$ cat config.mk
export PLATFORM = sky130hd
export DESIGN_NAME = regfile_flat
export DESIGN_NICKNAME = d
export VERILOG_FILES = /design/src/rtl/regfile_pkg.sv /design/src/rtl/regfile_if.sv /design/src/rtl/regfile_scoreboard.sv /design/src/rtl/regfile.sv /design/src/flat_wrapper.sv
export SDC_FILE = /design/constraint.sdc
export NUM_CORES = 2
export LEC_CHECK = 0
export BUFFER_PORTS_ARGS = -buffer_cell sky130_fd_sc_hd__buf_2
export CORE_ASPECT_RATIO = 1.2
export CORE_UTILIZATION = 55
export CTS_BUF_LIST = sky130_fd_sc_hd__clkbuf_4 sky130_fd_sc_hd__clkbuf_8 sky130_fd_sc_hd__clkbuf_16
export DETAILED_ROUTE_END_ITERATION = 6
export GPL_TIMING_DRIVEN = 0
export PLACE_DENSITY = 0.68
export RECOVER_POWER = 50
export SETUP_SLACK_MARGIN = 0.02
export SLEW_MARGIN = 5
export SYNTH_ARGS = -nofsm -noshare
export SYNTH_HDL_FRONTEND = slang
export SYNTH_SLANG_ARGS = --single-unit
$ cat constraint.sdc
create_clock -name clk -period 3.6 [get_ports clk]
set_clock_uncertainty 0.05 [all_clocks]
set_input_delay 0.54 -clock clk [delete_from_list [all_inputs] [get_ports clk]]
set_output_delay 0.54 -clock clk [all_outputs]
set_load 0.01 [all_outputs]
$ cat src/rtl/regfile_pkg.sv
// Shared widths and constants for the RV32I integer register file and its
// busy scoreboard.
package regfile_pkg;

   localparam int RegLen     = 32;
   localparam int RegAddrLen = 5;
   localparam int RegNum     = 32;

   localparam logic [RegAddrLen-1:0] RegAddrZero = '0;
   localparam logic [RegLen-1:0]     ZERO_WORD   = '0;

   localparam logic True  = 1'b1;
   localparam logic False = 1'b0;

endpackage : regfile_pkg

$ cat src/rtl/regfile_if.sv
// Decode/write-back side bundle of the register file: two read ports, the
// write-back port, issue tracking, flush and the hazard stall.
interface regfile_if
   import regfile_pkg::*;
#(
   parameter int REG_WIDTH  = RegLen,
   parameter int ADDR_WIDTH = RegAddrLen
);
   logic                  rdy;
   logic                  re1;
   logic [ADDR_WIDTH-1:0] raddr1;
   logic [REG_WIDTH-1:0]  rdata1;
   logic                  re2;
   logic [ADDR_WIDTH-1:0] raddr2;
   logic [REG_WIDTH-1:0]  rdata2;
   logic                  we;
   logic [ADDR_WIDTH-1:0] waddr;
   logic [REG_WIDTH-1:0]  wdata;
   logic                  issue_valid;
   logic [ADDR_WIDTH-1:0] issue_rd;
   logic                  flush;
   logic                  hazard;

   modport master (
      output rdy, re1, raddr1, re2, raddr2, we, waddr, wdata,
             issue_valid, issue_rd, flush,
      input  rdata1, rdata2, hazard
   );

   modport slave (
      input  rdy, re1, raddr1, re2, raddr2, we, waddr, wdata,
             issue_valid, issue_rd, flush,
      output rdata1, rdata2, hazard
   );

endinterface : regfile_if

$ cat src/rtl/regfile_scoreboard.sv
// Per-register busy tracking between issue and write-back; raises a stall
// when a requested source is still pending and not being written this cycle.
module regfile_scoreboard
   import regfile_pkg::*;
#(
   parameter int REG_NUM    = RegNum,
   parameter int ADDR_WIDTH = RegAddrLen
) (
   input  logic                  clk,
   input  logic                  rst_n,
   input  logic                  i_rdy,
   input  logic                  i_we,
   input  logic [ADDR_WIDTH-1:0] i_waddr,
   input  logic                  i_issue_valid,
   input  logic [ADDR_WIDTH-1:0] i_issue_rd,
   input  logic                  i_flush,
   input  logic                  i_re1,
   input  logic [ADDR_WIDTH-1:0] i_raddr1,
   input  logic                  i_re2,
   input  logic [ADDR_WIDTH-1:0] i_raddr2,
   output logic                  o_hazard
);

   logic [REG_NUM-1:0] r_busy;
   logic [REG_NUM-1:0] w_busy_next;
   logic               w_wb_en;
   logic               w_pend1;
   logic               w_pend2;

   // NOTE: start from the held value so every path assigns w_busy_next and no latch is inferred.
   always_comb begin
      w_busy_next = r_busy;
      if (i_we && i_waddr != '0)
         w_busy_next[i_waddr] = False;
      // Set after clear: a younger issue to the same rd must stay pending.
      if (i_issue_valid && i_issue_rd != '0)
         w_busy_next[i_issue_rd] = True;
      w_busy_next[0] = False;
   end

   // NOTE: non-blocking assignment so all flops sample pre-edge values together.
   always_ff @(posedge clk or negedge rst_n) begin
      if (!rst_n)
         r_busy <= '0;
      else if (i_rdy)
         r_busy <= i_flush ? '0 : w_busy_next;
   end

   assign w_wb_en  = i_rdy && i_we;
   assign w_pend1  = i_re1 && (i_raddr1 != '0) && r_busy[i_raddr1]
                     && !(w_wb_en && i_waddr == i_raddr1);
   assign w_pend2  = i_re2 && (i_raddr2 != '0) && r_busy[i_raddr2]
                     && !(w_wb_en && i_waddr == i_raddr2);
   assign o_hazard = w_pend1 | w_pend2;

endmodule : regfile_scoreboard

$ cat src/rtl/regfile.sv
// RV32I integer register file: x0 hardwired to zero, two combinational read
// ports with same-cycle write-back bypass, one write port, RAW scoreboard.
module regfile
   import regfile_pkg::*;
#(
   parameter int REG_NUM    = RegNum,
   parameter int REG_WIDTH  = RegLen,
   parameter int ADDR_WIDTH = RegAddrLen
) (
   input logic       clk,
   input logic       rst_n,
   regfile_if.slave  bus
);

   logic [REG_WIDTH-1:0] r_regs [REG_NUM];
   logic                 w_wb_en;
   logic [REG_WIDTH-1:0] w_rdata1;
   logic [REG_WIDTH-1:0] w_rdata2;

   assign w_wb_en = bus.rdy && bus.we;

   // NOTE: the array is reset because architectural state must read as zero after reset.
   always_ff @(posedge clk or negedge rst_n) begin
      if (!rst_n) begin
         for (int i = 0; i < REG_NUM; i++)
            r_regs[i] <= '0;
      end else if (w_wb_en && bus.waddr != '0) begin
         r_regs[bus.waddr] <= bus.wdata;
      end
   end

   function automatic logic [REG_WIDTH-1:0] read_port(
      input logic                  re,
      input logic [ADDR_WIDTH-1:0] raddr,
      input logic [REG_WIDTH-1:0]  stored,
      input logic                  wb_en,
      input logic [ADDR_WIDTH-1:0] waddr,
      input logic [REG_WIDTH-1:0]  wdata
   );
      if (!re || raddr == '0)
         return '0;
      else if (wb_en && waddr == raddr)
         return wdata;
      else
         return stored;
   endfunction

   assign w_rdata1   = read_port(bus.re1, bus.raddr1, r_regs[bus.raddr1],
                                 w_wb_en, bus.waddr, bus.wdata);
   assign w_rdata2   = read_port(bus.re2, bus.raddr2, r_regs[bus.raddr2],
                                 w_wb_en, bus.waddr, bus.wdata);
   assign bus.rdata1 = w_rdata1;
   assign bus.rdata2 = w_rdata2;

   regfile_scoreboard #(
      .REG_NUM    (REG_NUM),
      .ADDR_WIDTH (ADDR_WIDTH)
   ) u_scoreboard (
      .clk           (clk),
      .rst_n         (rst_n),
      .i_rdy         (bus.rdy),
      .i_we          (bus.we),
      .i_waddr       (bus.waddr),
      .i_issue_valid (bus.issue_valid),
      .i_issue_rd    (bus.issue_rd),
      .i_flush       (bus.flush),
      .i_re1         (bus.re1),
      .i_raddr1      (bus.raddr1),
      .i_re2         (bus.re2),
      .i_raddr2      (bus.raddr2),
      .o_hazard      (bus.hazard)
   );

endmodule : regfile

$ cat src/flat_wrapper.sv
// flat-port wrapper written by rule: the top's interface ports become plain ports
module regfile_flat import regfile_pkg::*;
#(
   parameter int REG_NUM    = RegNum,
   parameter int REG_WIDTH  = RegLen,
   parameter int ADDR_WIDTH = RegAddrLen
)
  (clk, rst_n, bus_rdy, bus_re1, bus_raddr1, bus_re2, bus_raddr2, bus_we, bus_waddr, bus_wdata, bus_issue_valid, bus_issue_rd, bus_flush, bus_rdata1, bus_rdata2, bus_hazard);
  regfile_if #(.REG_WIDTH(REG_WIDTH), .ADDR_WIDTH(ADDR_WIDTH)) bus_i ();
  input logic clk;
  input logic rst_n;
  input wire logic [$bits(bus_i.rdy)-1:0] bus_rdy;
  input wire logic [$bits(bus_i.re1)-1:0] bus_re1;
  input wire logic [$bits(bus_i.raddr1)-1:0] bus_raddr1;
  input wire logic [$bits(bus_i.re2)-1:0] bus_re2;
  input wire logic [$bits(bus_i.raddr2)-1:0] bus_raddr2;
  input wire logic [$bits(bus_i.we)-1:0] bus_we;
  input wire logic [$bits(bus_i.waddr)-1:0] bus_waddr;
  input wire logic [$bits(bus_i.wdata)-1:0] bus_wdata;
  input wire logic [$bits(bus_i.issue_valid)-1:0] bus_issue_valid;
  input wire logic [$bits(bus_i.issue_rd)-1:0] bus_issue_rd;
  input wire logic [$bits(bus_i.flush)-1:0] bus_flush;
  output wire logic [$bits(bus_i.rdata1)-1:0] bus_rdata1;
  output wire logic [$bits(bus_i.rdata2)-1:0] bus_rdata2;
  output wire logic [$bits(bus_i.hazard)-1:0] bus_hazard;
  assign bus_i.rdy = bus_rdy;
  assign bus_i.re1 = bus_re1;
  assign bus_i.raddr1 = bus_raddr1;
  assign bus_i.re2 = bus_re2;
  assign bus_i.raddr2 = bus_raddr2;
  assign bus_i.we = bus_we;
  assign bus_i.waddr = bus_waddr;
  assign bus_i.wdata = bus_wdata;
  assign bus_i.issue_valid = bus_issue_valid;
  assign bus_i.issue_rd = bus_issue_rd;
  assign bus_i.flush = bus_flush;
  assign bus_rdata1 = bus_i.rdata1;
  assign bus_rdata2 = bus_i.rdata2;
  assign bus_hazard = bus_i.hazard;
  regfile #(.REG_NUM(REG_NUM), .REG_WIDTH(REG_WIDTH), .ADDR_WIDTH(ADDR_WIDTH)) u_core (.clk(clk), .rst_n(rst_n), .bus(bus_i));
endmodule
==> impl_metrics.prom <==
# TYPE chip_impl_metric gauge
chip_impl_info{name="violations_in_the_final_reports",value="DRC, capacitance limit, slew limit, setup timing"} 1
chip_impl_metric{name="synthesis.nets",unit=""} 3931
chip_impl_metric{name="report.final.hold_viol_count",unit=""} 0
chip_impl_metric{name="post_synthesis_async_set_or_reset_flop_share",unit="%"} 100
chip_impl_metric{name="ys_seq_area_share",unit="%"} 46.8
chip_impl_info{name="synth-main-ff-cell",value="dfrtp_1"} 1
chip_impl_info{name="status",value="finished with violations"} 1
chip_impl_metric{name="number_of_antenna_violations_at_the_first_check_in_global_routing",unit=""} 25
chip_impl_metric{name="dr.pass1.iters",unit=""} 7
chip_impl_info{name="crit_type",value="input pin to output port"} 1
chip_impl_info{name="yosysMostFrequentCell",value="dfrtp_1"} 1
chip_impl_metric{name="post_synth_num_cell_types",unit=""} 60
chip_impl_metric{name="synthToLayoutAreaGrowth",unit="%"} 13.2
chip_impl_metric{name="worst_slew_margin",unit="%"} -49.7
chip_impl_metric{name="timing.final.setup_violations",unit=""} 79
chip_impl_metric{name="fin_nets",unit=""} 4176
chip_impl_metric{name="detail-route-antenna-nets",unit=""} 0
chip_impl_info{name="end_kind",value="output port"} 1
chip_impl_info{name="ctsRootBufferMaster",value="clkbuf_16"} 1
chip_impl_metric{name="tightestPinTransition",unit="ns"} 2.25
chip_impl_metric{name="grt_remaining_overflow",unit=""} 0
chip_impl_metric{name="portBuffers",unit=""} 111
chip_impl_metric{name="synth-edff-count",unit=""} 0
chip_impl_metric{name="max_freq",unit="MHz"} 267
chip_impl_metric{name="average_size_of_a_mapped_cell",unit="sq um"} 14.6
chip_impl_metric{name="floorplan.die_area",unit="sq mm"} 0.104
chip_impl_metric{name="syn-cell-area",unit="sq mm"} 0.0564
chip_impl_metric{name="timing.critical_path.required",unit="ns"} 3.01
chip_impl_metric{name="grt_util_all_layers",unit="%"} 53.4
chip_impl_metric{name="placement.cell_area",unit="sq mm"} 0.0592
chip_impl_metric{name="drt_wl_total",unit="um"} 274000
chip_impl_metric{name="post-route-min-period",unit="ns"} 3.74
chip_impl_metric{name="detailroute.via_count",unit=""} 44574
chip_impl_metric{name="critical-path-max-stage-delay",unit="ns"} 0.66
chip_impl_metric{name="dp.cells",unit=""} 5362
chip_impl_metric{name="count_of_state_elements_after_synthesis",unit=""} 1055
chip_impl_metric{name="post-dp-hpwl",unit="um"} 177000
chip_impl_metric{name="clock_tree.htree_level_count",unit=""} 3
chip_impl_metric{name="worstRegToRegCells",unit=""} 2
chip_impl_metric{name="inserted_clock_buffers",unit=""} 109
chip_impl_metric{name="insertion_delay",unit="ns"} 0.72
chip_impl_metric{name="powerDensity",unit="mW/mm^2"} 512
chip_impl_info{name="timing.critical_path.from_type",value="input pin"} 1
chip_impl_metric{name="synth-warning-count",unit=""} 0
chip_impl_metric{name="place_ws",unit="ns"} -1.31
chip_impl_metric{name="slew_viol_final",unit=""} 295
chip_impl_metric{name="vdd.ir_drop.worst",unit="uV"} 450
chip_impl_info{name="critical_path.slowest_cell",value="clkbuf_1"} 1
chip_impl_metric{name="initial_core_util",unit="%"} 55.6
chip_impl_metric{name="finish.utilization",unit="%"} 62.9
chip_impl_metric{name="post_route_cells_drive_above_1_share",unit="%"} 49.6
chip_impl_metric{name="design.core.area",unit="sq mm"} 0.102
chip_impl_metric{name="crit_fanout",unit=""} 10
chip_impl_metric{name="max_cap_viol_count",unit=""} 6
chip_impl_info{name="yosys.area.top_type",value="dfrtp_1"} 1
chip_impl_metric{name="reg2reg_slack",unit="ns"} 2.49
chip_impl_metric{name="clk_pin_slew",unit="ns"} 0.06
chip_impl_info{name="synth_common_cells",value="1055 x dfrtp_1, 1005 x mux2_2, 463 x mux4_2, 252 x clkbuf_1, 151 x mux2i_1"} 1
chip_impl_info{name="crit_chain",value="clkbuf_1 -> xnor2_1 -> nand2_1 -> o21ba_2 -> o221ai_1 -> o31ai_1 -> buf_2"} 1
chip_impl_metric{name="final_cell_area",unit="sq mm"} 0.0639
chip_impl_metric{name="clock_sink_count",unit=""} 1055
chip_impl_metric{name="synth_largest_type_area_fraction",unit="%"} 46.8
chip_impl_metric{name="layout.cells.non_filler",unit=""} 5598
chip_impl_metric{name="grt_pass1_wl",unit="um"} 367000
chip_impl_metric{name="route.detailed.vias_per_inst",unit=""} 7.96
chip_impl_metric{name="min_period_over_period",unit="%"} 104
chip_impl_info{name="unrepaired_setup_endpoints_after_global_routing",value="true"} 1
chip_impl_metric{name="floorplan.die.height",unit="um"} 353
chip_impl_metric{name="floorplan.rows",unit=""} 128
chip_impl_metric{name="drt_iter0_markers",unit=""} 7585
chip_impl_metric{name="grt_max_degree",unit=""} 155
chip_impl_metric{name="syn-instance-count",unit=""} 3871
chip_impl_metric{name="clock_tree.buffer_depth",unit=""} 3
chip_impl_metric{name="drc",unit=""} 36
chip_impl_metric{name="route.detailed.wl_per_inst",unit="um"} 48.9
chip_impl_metric{name="top_level_ports",unit=""} 125
chip_impl_metric{name="die_x",unit="um"} 294
chip_impl_metric{name="static_leakage",unit="nW"} 28.5
chip_impl_info{name="synth.area.top_cells",value="dfrtp_1 47%, mux2_2 20%, mux4_2 18%, mux2i_1 2.7%, clkbuf_1 1.7%"} 1
chip_impl_metric{name="worst_hold_path.num_cells",unit=""} 2
chip_impl_metric{name="worst-endpoint-arrival",unit="ns"} 3.15
chip_impl_metric{name="setup_tns",unit="ns"} -3.91
chip_impl_info{name="cts_tree",value="done"} 1
chip_impl_metric{name="grt_pass1_vias",unit=""} 43095
chip_impl_metric{name="postLayoutSetupSlackWorst",unit="ns"} -0.141
chip_impl_metric{name="last_weighted_congestion_value_of_the_routability_driven_placer",unit=""} 1.07
chip_impl_info{name="hold_path_class",value="input pin to flip-flop"} 1
-- power breakdown --
part           total, W  internal, W  switching [W]
clock            0.0121      0.00687        0.00520
combinational   0.00617      0.00298        0.00318
sequential       0.0145       0.0134        0.00114
total            0.0327       0.0232        0.00953
-- routing by layer --
layer	vias to the layer above	global-route usage, %	routed length, um
li1	15613	-	-
met1	23039	62.2	88100
met2	4397	70.3	109000
met3	1501	27.9	44400
met4	24	48.8	31300
met5	-	1.93	716
-- critical path: cells and delay by family --
family	cells	cell delay (ns)
AO/OA/AOI/OAI	3	1.33
buffers and inverters	2	0.88
XOR/XNOR	1	0.14
AND/OR/NAND/NOR	1	0.23
-- placed cells by master, fill, tap and decap left out, drive strengths merged, types with 33 or more instances in the layout --
cell / n
dfrtp: 1055
mux2: 1005
mux4: 463
clkbuf: 433
buf: 310
mux2i: 151
a22oi: 117
nand2: 93
a21oi: 63
nor2: 49
a22o: 48
o22ai: 48
a211oi: 46
nand3: 36
o221ai: 33
-- timing repair --
action,CTS,global route
hold buffers,1,0
pin swaps,3,1
endpoints found under the hold margin,107,0
endpoints found under the setup margin,65,59
gates resized for setup,249,76
buffers inserted,11,1
-- cells by family after synthesis --
family                    count (synthesis)  synth area share, %
buffers and inverters                   452                 3.50
AOI/OAI and AO/OA                       456                 5.96
DFF                                    1055                 46.8
and+or+nand+nor                         279                 2.41
xor gates and xnor gates                 10                0.155
muxes                                  1619                 41.2
-- flip-flops by register name, indices dropped and copies added, names as in the netlist --
| register | cells |
|---|---|
| u_core.r_regs | 1024 |
| u_core.u_scoreboard.r_busy | 31 |
-- final cells by class --
| class | instances | area [sq um] |
|---|---|---|
| fillers | 7899 | 37600 |
| multi-input cells | 2364 | 28300 |
| well taps | 1365 | 1710 |
| clock inverters | 38 | 395 |
| diodes | 29 | 72.6 |
| flip-flops and latches | 1055 | 26400 |
| plain buffers | 444 | 2760 |
| inverters | 3 | 16.3 |
| clock buffers | 161 | 3320 |
| repair buffers | 139 | 987 |
-- path summary, 6_finish.rpt --
check / start / to
min in group asynchronous: rst_n / u_core.r_regs[535]
worst max register to register: u_core.u_scoreboard.r_busy[30] / u_core.u_scoreboard.r_busy[30]
worst min register to register: u_core.r_regs[992] / u_core.r_regs[992]
worst min-delay path: bus_wdata[15] / u_core.r_regs[111]
max in group asynchronous: rst_n / u_core.r_regs[132]
worst max-delay path: bus_waddr[3] / bus_rdata2[1]
-- per-stage QoR --
stage                     hold slack, ns  power [W]
after global placement             0.408     0.0202
after floorplan                    0.194     0.0180
final                             0.0573     0.0327
after CTS                         0.0363     0.0322
after global routing              0.0731     0.0333
after detailed placement           0.417     0.0204
Note: power is estimated with default switching activity, not from simulation.
